$ cat src/rtl/mem_responder.sv
// mem_responder: fixed-latency single-outstanding word memory behind a valid/ready request/response pair.
// Optional byte enables via `define MEM_RESPONDER_BYTE_WRITE_EN (adds req_be_i).
module mem_responder #(
  parameter int                WIDTH   = 32,
  parameter int                DEPTH   = 64,
  parameter logic [WIDTH-1:0]  BASE    = 'h0400_0000,
  parameter int                LATENCY = 3
) (
  input  logic               clk,
  input  logic               rst,
  input  logic               req_valid_i,
  output logic               req_ready_o,
  input  logic               req_wen_i,
  input  logic [WIDTH-1:0]   req_addr_i,
  input  logic [WIDTH-1:0]   req_data_i,
`ifdef MEM_RESPONDER_BYTE_WRITE_EN
  input  logic [WIDTH/8-1:0] req_be_i,
`endif
  output logic               resp_valid_o,
  input  logic               resp_ready_i,
  output logic [WIDTH-1:0]   resp_data_o,
  output logic               resp_err_o
);
  localparam int NB = WIDTH / 8;
  localparam int AW = $clog2(NB);
  localparam int IW = $clog2(DEPTH);
  localparam int CW = LATENCY > 1 ? $clog2(LATENCY) : 1;
  localparam logic [CW-1:0] LAST = CW'(LATENCY - 1);
  localparam logic [1:0] IDLE = 2'd0, WAIT = 2'd1, RESP = 2'd2;

  logic [1:0]       state;
  logic [CW-1:0]    cnt;
  logic             up;
  logic             wen_q;
  logic [WIDTH-1:0] addr_q, data_q;
  logic [NB-1:0]    be_q;
  logic [WIDTH-1:0] mem [DEPTH];

  logic             accept, enter_resp, wen_c, err_c;
  logic [WIDTH-1:0] addr_c, data_c, off_c;
  logic [NB-1:0]    be_c, be_in;
  logic [IW-1:0]    idx_c;

`ifdef MEM_RESPONDER_BYTE_WRITE_EN
  assign be_in = req_be_i;
`else
  assign be_in = '1;
`endif

  assign req_ready_o  = up && state == IDLE;
  assign resp_valid_o = state == RESP;
  assign accept       = req_valid_i && req_ready_o;
  assign enter_resp   = (LATENCY == 1) ? accept : (state == WAIT && cnt == LAST);

  // With single-cycle latency the request is serviced on its own accept edge.
  assign wen_c  = (LATENCY == 1) ? req_wen_i  : wen_q;
  assign addr_c = (LATENCY == 1) ? req_addr_i : addr_q;
  assign data_c = (LATENCY == 1) ? req_data_i : data_q;
  assign be_c   = (LATENCY == 1) ? be_in      : be_q;

  assign off_c = addr_c - BASE;
  assign idx_c = off_c[AW +: IW];
  assign err_c = |addr_c[AW-1:0] || addr_c < BASE || |off_c[WIDTH-1:AW+IW];

  always_ff @(posedge clk) begin
    if (!rst) begin
      state       <= IDLE;
      cnt         <= '0;
      up          <= 1'b0;
      resp_data_o <= '0;
      resp_err_o  <= 1'b0;
    end else begin
      up <= 1'b1;
      if (accept) begin
        wen_q  <= req_wen_i;
        addr_q <= req_addr_i;
        data_q <= req_data_i;
        be_q   <= be_in;
        cnt    <= '0;
      end else if (state == WAIT) begin
        cnt <= cnt + 1'b1;
      end
      if (enter_resp) begin
        resp_err_o  <= err_c;
        resp_data_o <= (err_c || wen_c) ? '0 : mem[idx_c];
      end
      state <= enter_resp ? RESP :
               accept ? WAIT :
               (state == RESP && resp_ready_i) ? IDLE : state;
    end
  end

  // Storage is deliberately not reset; a write lands only when its response is formed.
  always_ff @(posedge clk) begin
    if (rst && enter_resp && wen_c && !err_c)
      for (int b = 0; b < NB; b++)
        if (be_c[b]) mem[idx_c][8*b +: 8] <= data_c[8*b +: 8];
  end
endmodule

$ cat config.mk
export PLATFORM = sky130hd
export DESIGN_NAME = mem_responder
export DESIGN_NICKNAME = d
export VERILOG_FILES = /design/src/rtl/mem_responder.sv
export SDC_FILE = /design/constraint.sdc
export NUM_CORES = 2
export LEC_CHECK = 0
export BUFFER_PORTS_ARGS = -buffer_cell sky130_fd_sc_hd__buf_2
export CORE_AREA = 2 2 408 410
export DETAILED_ROUTE_END_ITERATION = 12
export DIE_AREA = 0 0 410 412
export PLACE_DENSITY = 0.64
export SYNTH_ARGS = -nofsm -noshare
export SYNTH_HDL_FRONTEND = slang
export SYNTH_SLANG_ARGS = --single-unit
export TNS_END_PERCENT = 30
$ cat constraint.sdc
create_clock -name clk -period 4.48 [get_ports clk]
set_clock_uncertainty 0.2 [all_clocks]
set_input_delay 0.672 -clock clk [delete_from_list [all_inputs] [get_ports clk]]
set_output_delay 0.672 -clock clk [all_outputs]
set_load 0.01 [all_outputs]
# --- Word level (Yosys, flattened, before mapping) ---
# Memory sizes are Yosys's and may differ from the RTL's.
# Cells that the tools add are included.
# Widths: inputs -> output; s select.
word_totals:
  reg_bits: 103
  mem_bits_rw: 2048
  in_bits: 69
  word_cells: 43
  mem_count: 1
memory_table:
  columns: ["memory", "words", "width", "rd", "rd_clocked_by_memory_dff", "write_ports", "line", "text"]
  rows:
  - ["mem", 64, 32, 1, 0, 1, "37", "logic [WIDTH-1:0] mem [DEPTH];"]
classes:
  add_sub_neg: 2
  n_lt_le_gt_ge: 1
  n_eq_ne: 3
  muxes: 7
  bitwise_logic: 1
  n_reduce_logical: 19
ops:
  columns: ["operator", "n"]
  rows:
  - ["$lt 32x27->1 const B", 1]
  - ["$mux 32", 1]
  - ["$sub 32x27->32 const B", 1]
  - ["$reduce_or 24->1", 1]
  - ["$logic_and 1x1->1", 7]
  - ["$mux 2", 3]
  - ["$reduce_or 2->1", 3]
  - ["$eq 2x2->1 const B", 2]
  - ["$logic_or 1x1->1", 3]
  - ["$mux 1", 3]
  - ["$reduce_bool 3->1", 1]
  - ["$add 2x1->2 const B", 1]
  - ["$eq 2x1->1 const B", 1]
  - ["$logic_not 2->1", 1]
  - ["$reduce_and 2->1", 1]
  - ["$reduce_bool 2->1", 1]
  - ["$logic_not 1->1", 1]
  - ["$not 1->1", 1]

# --- Longest topological paths before layout ---
logic_depth:
  ltp_word: 7
  mapped_depth: 12
  mapped_depth_nobuf: 8

# --- Worst setup path before layout ---
# OpenSTA, ideal clock, no wires.
synth_timing:
  kind: "register to register"
  from: "register addr_q[4], in the netlist addr_c[4]"
  to: "memory mem[10][0] (enable)"
  setup_ns: 0.421
  arrival_time_ns: 3.252
  t_required_ns: 3.859
  slack_ns: 0.607
  path_stages_with_launch: 10
  n_path_buf: 5
  path_cell_list: "edfxtp_1 -> buf_6 -> buf_6 -> inv_1 -> buf_2 -> clkbuf_1 -> clkbuf_1 -> and3_1 -> nand2_1 -> nor2_1"
synth_via:
  elab_chain_len: 7
synth_lines:
  columns: ["item", "line", "text"]
  rows:
  - ["from (decl)", "35", "logic [WIDTH-1:0] addr_q, data_q;"]
  - ["from (signal assigned)", "76", "addr_q <= req_addr_i;"]
  - ["$sub 32x27->32 or $lt 32x27->1 (tied branches)", "61, 63", null]
  - ["$reduce_or 24->1 or $logic_or 1x1->1 (tied branches)", "63", "assign err_c = |addr_c[AW-1:0] || addr_c < BASE || |off_c[WIDTH-1:AW+IW];"]
  - ["$logic_or 1x1->1", "63", null]
  - ["$logic_not 1->1", "95", "if (rst && enter_resp && wen_c && !err_c)"]
  - ["$logic_and 1x1->1", "95", null]
  - ["$mux 1", "95", null]
  - ["$mux 1 (implied by the code)", "97", "if (be_c[b]) mem[idx_c][8*b +: 8] <= data_c[8*b +: 8];"]
  - ["to (decl)", "37", null]
# Several ways; a longest one is shown, not always the timed one.

# --- Worst setup path in the final report ---
layout_timing:
  from: "register addr_q[2], in the netlist addr_c[2]"
  to: "register resp_data_o[20]"
layout_via:
  elab_chain_len: 5
layout_lines:
  columns: ["item", "line", "text"]
  rows:
  - ["parallel branches: the longest is 4 deep, another holds $sub 32x27->32", null, null]
  - ["$mux 32 *", "85", "resp_data_o <= (err_c || wen_c) ? '0 : mem[idx_c];"]
  - ["to (signal assigned)", "85", null]
  - ["to (decl)", "21", "output logic [WIDTH-1:0] resp_data_o,"]
# Every way passes the cells marked *.
# A chain may end at the register's enable or synchronous reset.

==> run_results.csv <==
group,metric,value,unit
critical_path,crit_chain,"buf_4 -> or2_4 -> buf_12 -> o21ai_0 -> o22ai_1 -> o221ai_1 -> a221oi_1 -> a22o_1",
layout,drive_above_1_share,23.2,%
yosys,synthArstFlopShare,0,%
yosys,yosysWarnings,0,
status,outcome,"completed",
detailed_routing,initialDrtViolationCount,8604,
cts,cts_made_buffers,205,
placement,dp_hpwl,160000,um
yosys,ys.flop_type,"edfxtp_1",
placement,place_ws,394,ps
detailed_routing,routed_wl,269000,um
critical_path,worstPathMaxFanout,24,
critical_path,worstRegToRegCells,8,
cts,clock-sinks,2151,
timing,setup_ws,354,ps
cts,clk_latency,850,ps
timing,finalCriticalPeriod,4130,ps
die,dieArea,0.169,mm2
pwr,irDropWorstVdd,386,uV
timing,finalMaxSlewViolations,0,
cts,cts.path.max_buffers,3,
yosys,netlist_area,0.0820,mm2
timing,hold_viol,0,
timing,whs,271,ps
worst_hold_path,hold_path_class,"register to register",
critical_path,cp-end-kind,"register",
detailed_routing,wl_per_cell,37.4,um
pwr,leakage,0.0303,uW
detailed_routing,drtAntennaViolNets,0,
grt,grt_pass1_vias,45886,
cts,post_cts_buffers,0,
critical_path,critPathSlowestCell,"edfxtp_1",
die,die_h,412,um
critical_path,path_class,"register to register",
yosys,syn_inst,4402,
timing,tns,0,ps
placement,gp_congestion,0.910,
critical_path,required,5070,ps
layout,syn_to_final_growth,15.6,%
layout,layout.nets,4884,
critical_path,arrival,4720,ps
yosys,synth_cell_types,83,
timing,fin_crit_sh,92.1,%
job,cap_violations,0,
grt,grt_overflow,0,
die,initial_core_util,49.9,%
critical_path,worstReg2RegEnd,"resp_data_o[20]$_SDFFE_PN0P_",
layout,final_common_cell,"edfxtp_1",
critical_path,crit_buf_inv,2,
cts,clockRootBuffer,"clkbuf_16",
detailed_routing,dr.pass1.iters,7,
yosys,ys_ff_latch,2151,
yosys,synth_area_per_cell,18.6,um2
timing,tightestPinTransition,1270,ps
critical_path,cpPeakStageDelay,980,ps
cts,post_cts_resized,0,
grt,track_usage,31.7,%
critical_path,path_depth,8,
timing,rsz0062_at_grt,"no",
die,pin_count,104,
grt,grt_pass1_wl,371000,um
grt,antenna_found_initial,23,
cts,clk_pin_slew,60,ps
yosys,syn_nets,4472,
timing,fmax,242,MHz
layout,mostFrequentLayoutCells,"2,113 x edfxtp_1, 304 x o22ai_1, 266 x buf_4",
yosys,synth_edf_count,2113,
detailed_routing,vias,48609,
critical_path,rrSetupSlack,350,ps
detailed_routing,via_per_inst,6.77,
die,core-area,0.164,mm2
timing,slew-limit-headroom,15.1,%
cts,cts_max_level,4,
critical_path,startpoint,"addr_c[2]$_DFFE_PP_",
yosys,seq_area_frac_synth,78.3,%
critical_path,setup.worst_path.end,"resp_data_o[20]$_SDFFE_PN0P_",
placement,portBuffers,103,
critical_path,critical_path.top_delay_family,"compound AO/OA/AOI/OAI gates",
critical_path,reg2reg_from,"addr_c[2]$_DFFE_PP_",
detailed_routing,drcViolationCount,0,
critical_path,cp-start-kind,"register",
timing,setup_viol,0,
die,die_w,410,um
grt,grt_max_degree,86,
cts,cts_tree,"yes",
pwr,pwr_density_cell,427,mW/mm2
die,row_count,149,
[sequential cells by signal, summed over array words and instances (netlist names)]
| name | count |
|---|---|
| resp_err_o | 1 |
| cnt | 2 |
| resp_data_o | 32 |
| mem | 2048 |
| addr_c | 32 |
| state | 2 |
| wen_c | 1 |
| data_c | 32 |
| up | 1 |
[worst min-delay path, stage by stage, from the launching register on]
cell,delay [ps]
dfxtp_1,310
nand2_1,50
o31ai_1,60
[cell usage after synthesis (5+ instances only)]
master / instances / share of area [%]
nand2_1: 112 / 0.51
nand2b_1: 18 / 0.14
o31ai_1: 25 / 0.23
o2111ai_1: 5 / 0.053
or4_1: 10 / 0.092
a2bb2oi_1: 20 / 0.21
dfxtp_1: 38 / 0.93
edfxtp_1: 2113 / 77
o211ai_1: 8 / 0.073
mux4_2: 119 / 3.3
nor4_1: 16 / 0.12
a221oi_1: 29 / 0.31
mux2_2: 202 / 2.8
buf_4: 39 / 0.36
a211oi_1: 39 / 0.36
buf_1: 16 / 0.073
a32o_1: 8 / 0.098
o22ai_1: 304 / 2.3
o221ai_1: 162 / 1.7
and3_1: 7 / 0.053
nor3_1: 18 / 0.11
a222oi_1: 16 / 0.20
inv_1: 15 / 0.069
a32oi_1: 6 / 0.064
nor2_1: 149 / 0.68
o31a_1: 9 / 0.096
o22a_1: 27 / 0.29
a22oi_1: 46 / 0.42
nor2b_1: 29 / 0.22
buf_6: 47 / 0.65
buf_2: 104 / 0.63
nand3b_1: 6 / 0.055
nand3_1: 11 / 0.067
mux2i_1: 184 / 2.2
or2_2: 6 / 0.046
a21oi_1: 127 / 0.78
or3_1: 9 / 0.069
o21ai_0: 104 / 0.63
o32ai_1: 13 / 0.14
a22o_1: 20 / 0.21
clkbuf_1: 91 / 0.42
[repair_timing]
item | 4_1_cts | 5_1_grt
endpoints found under the hold margin | 71 | 0
endpoints found under the setup margin | 0 | 0
hold buffers | 68 | 0
[stage by stage]
step                      std cells  area (um2)  total power, uW  utilization, %
after floorplan                4402       82000            23000               -
after global routing           7180       94800            41300            57.7
after global placement         6727       87400            23500            53.2
after CTS                      7179       94800            40500            57.7
after detailed placement       6727       87400            23500            53.2
final                          7185       94800            40500            57.7
[worst min-delay path by stage]
stage	from	to	slack, ps	depth (start not counted)
4_1_cts	resp_data_o[14]$_SDFFE_PN0P_	resp_data_o[14]$_SDFFE_PN0P_	270	2
5_1_grt	resp_data_o[14]$_SDFFE_PN0P_	resp_data_o[14]$_SDFFE_PN0P_	290	2
3_3_place_gp	resp_data_o[14]$_SDFFE_PN0P_	resp_data_o[14]$_SDFFE_PN0P_	250	2
2_1_floorplan	resp_data_o[23]$_SDFFE_PN0P_	resp_data_o[23]$_SDFFE_PN0P_	270	2
6_report	resp_data_o[14]$_SDFFE_PN0P_	resp_data_o[14]$_SDFFE_PN0P_	270	2
3_5_place_dp	resp_data_o[14]$_SDFFE_PN0P_	resp_data_o[14]$_SDFFE_PN0P_	260	2
[report_power, final]
| group | internal (uW) | switching (uW) | leakage, uW |
|---|---|---|---|
| clock network | 9790 | 7540 | 0.00329 |
| logic | 377 | 835 | 0.00770 |
| registers | 21900 | 16.9 | 0.0193 |
| total | 32100 | 8400 | 0.0303 |
[cell type report]
class	count	area, um2
Antenna cell	5	12.5
Multi-Input combinational cell	1934	16500
Timing Repair Buffer	505	4540
Inverter	17	67.6
Clock inverter	131	1180
Tap cell	2189	2740
Clock buffer	253	5530
Sequential cell	2151	64200
Fill cell	12054	69500
[layer usage]
metal / vias to the layer above / wire [um] / GRT usage, % / share of wire [%]
met2: 3844 / 120000 / 47.4 / 45
li1: 19121 / - / - / -
met3: 723 / 37400 / 9.07 / 14
met1: 24897 / 98200 / 43.8 / 37
met5: - / 175 / 0 / 0.065
met4: 24 / 13100 / 13.2 / 4.9
[logic make-up after synthesis]
group / synth area share [%]
and+or+nand+nor: 2.41
buffers and inverters: 2.27
xor gates and xnor gates: 0.0107
AOI/OAI and AO/OA: 8.66
muxes: 8.32
adders and majority gates: 0.0153
DFF: 78.3
Power figures use the tool's default switching activity.
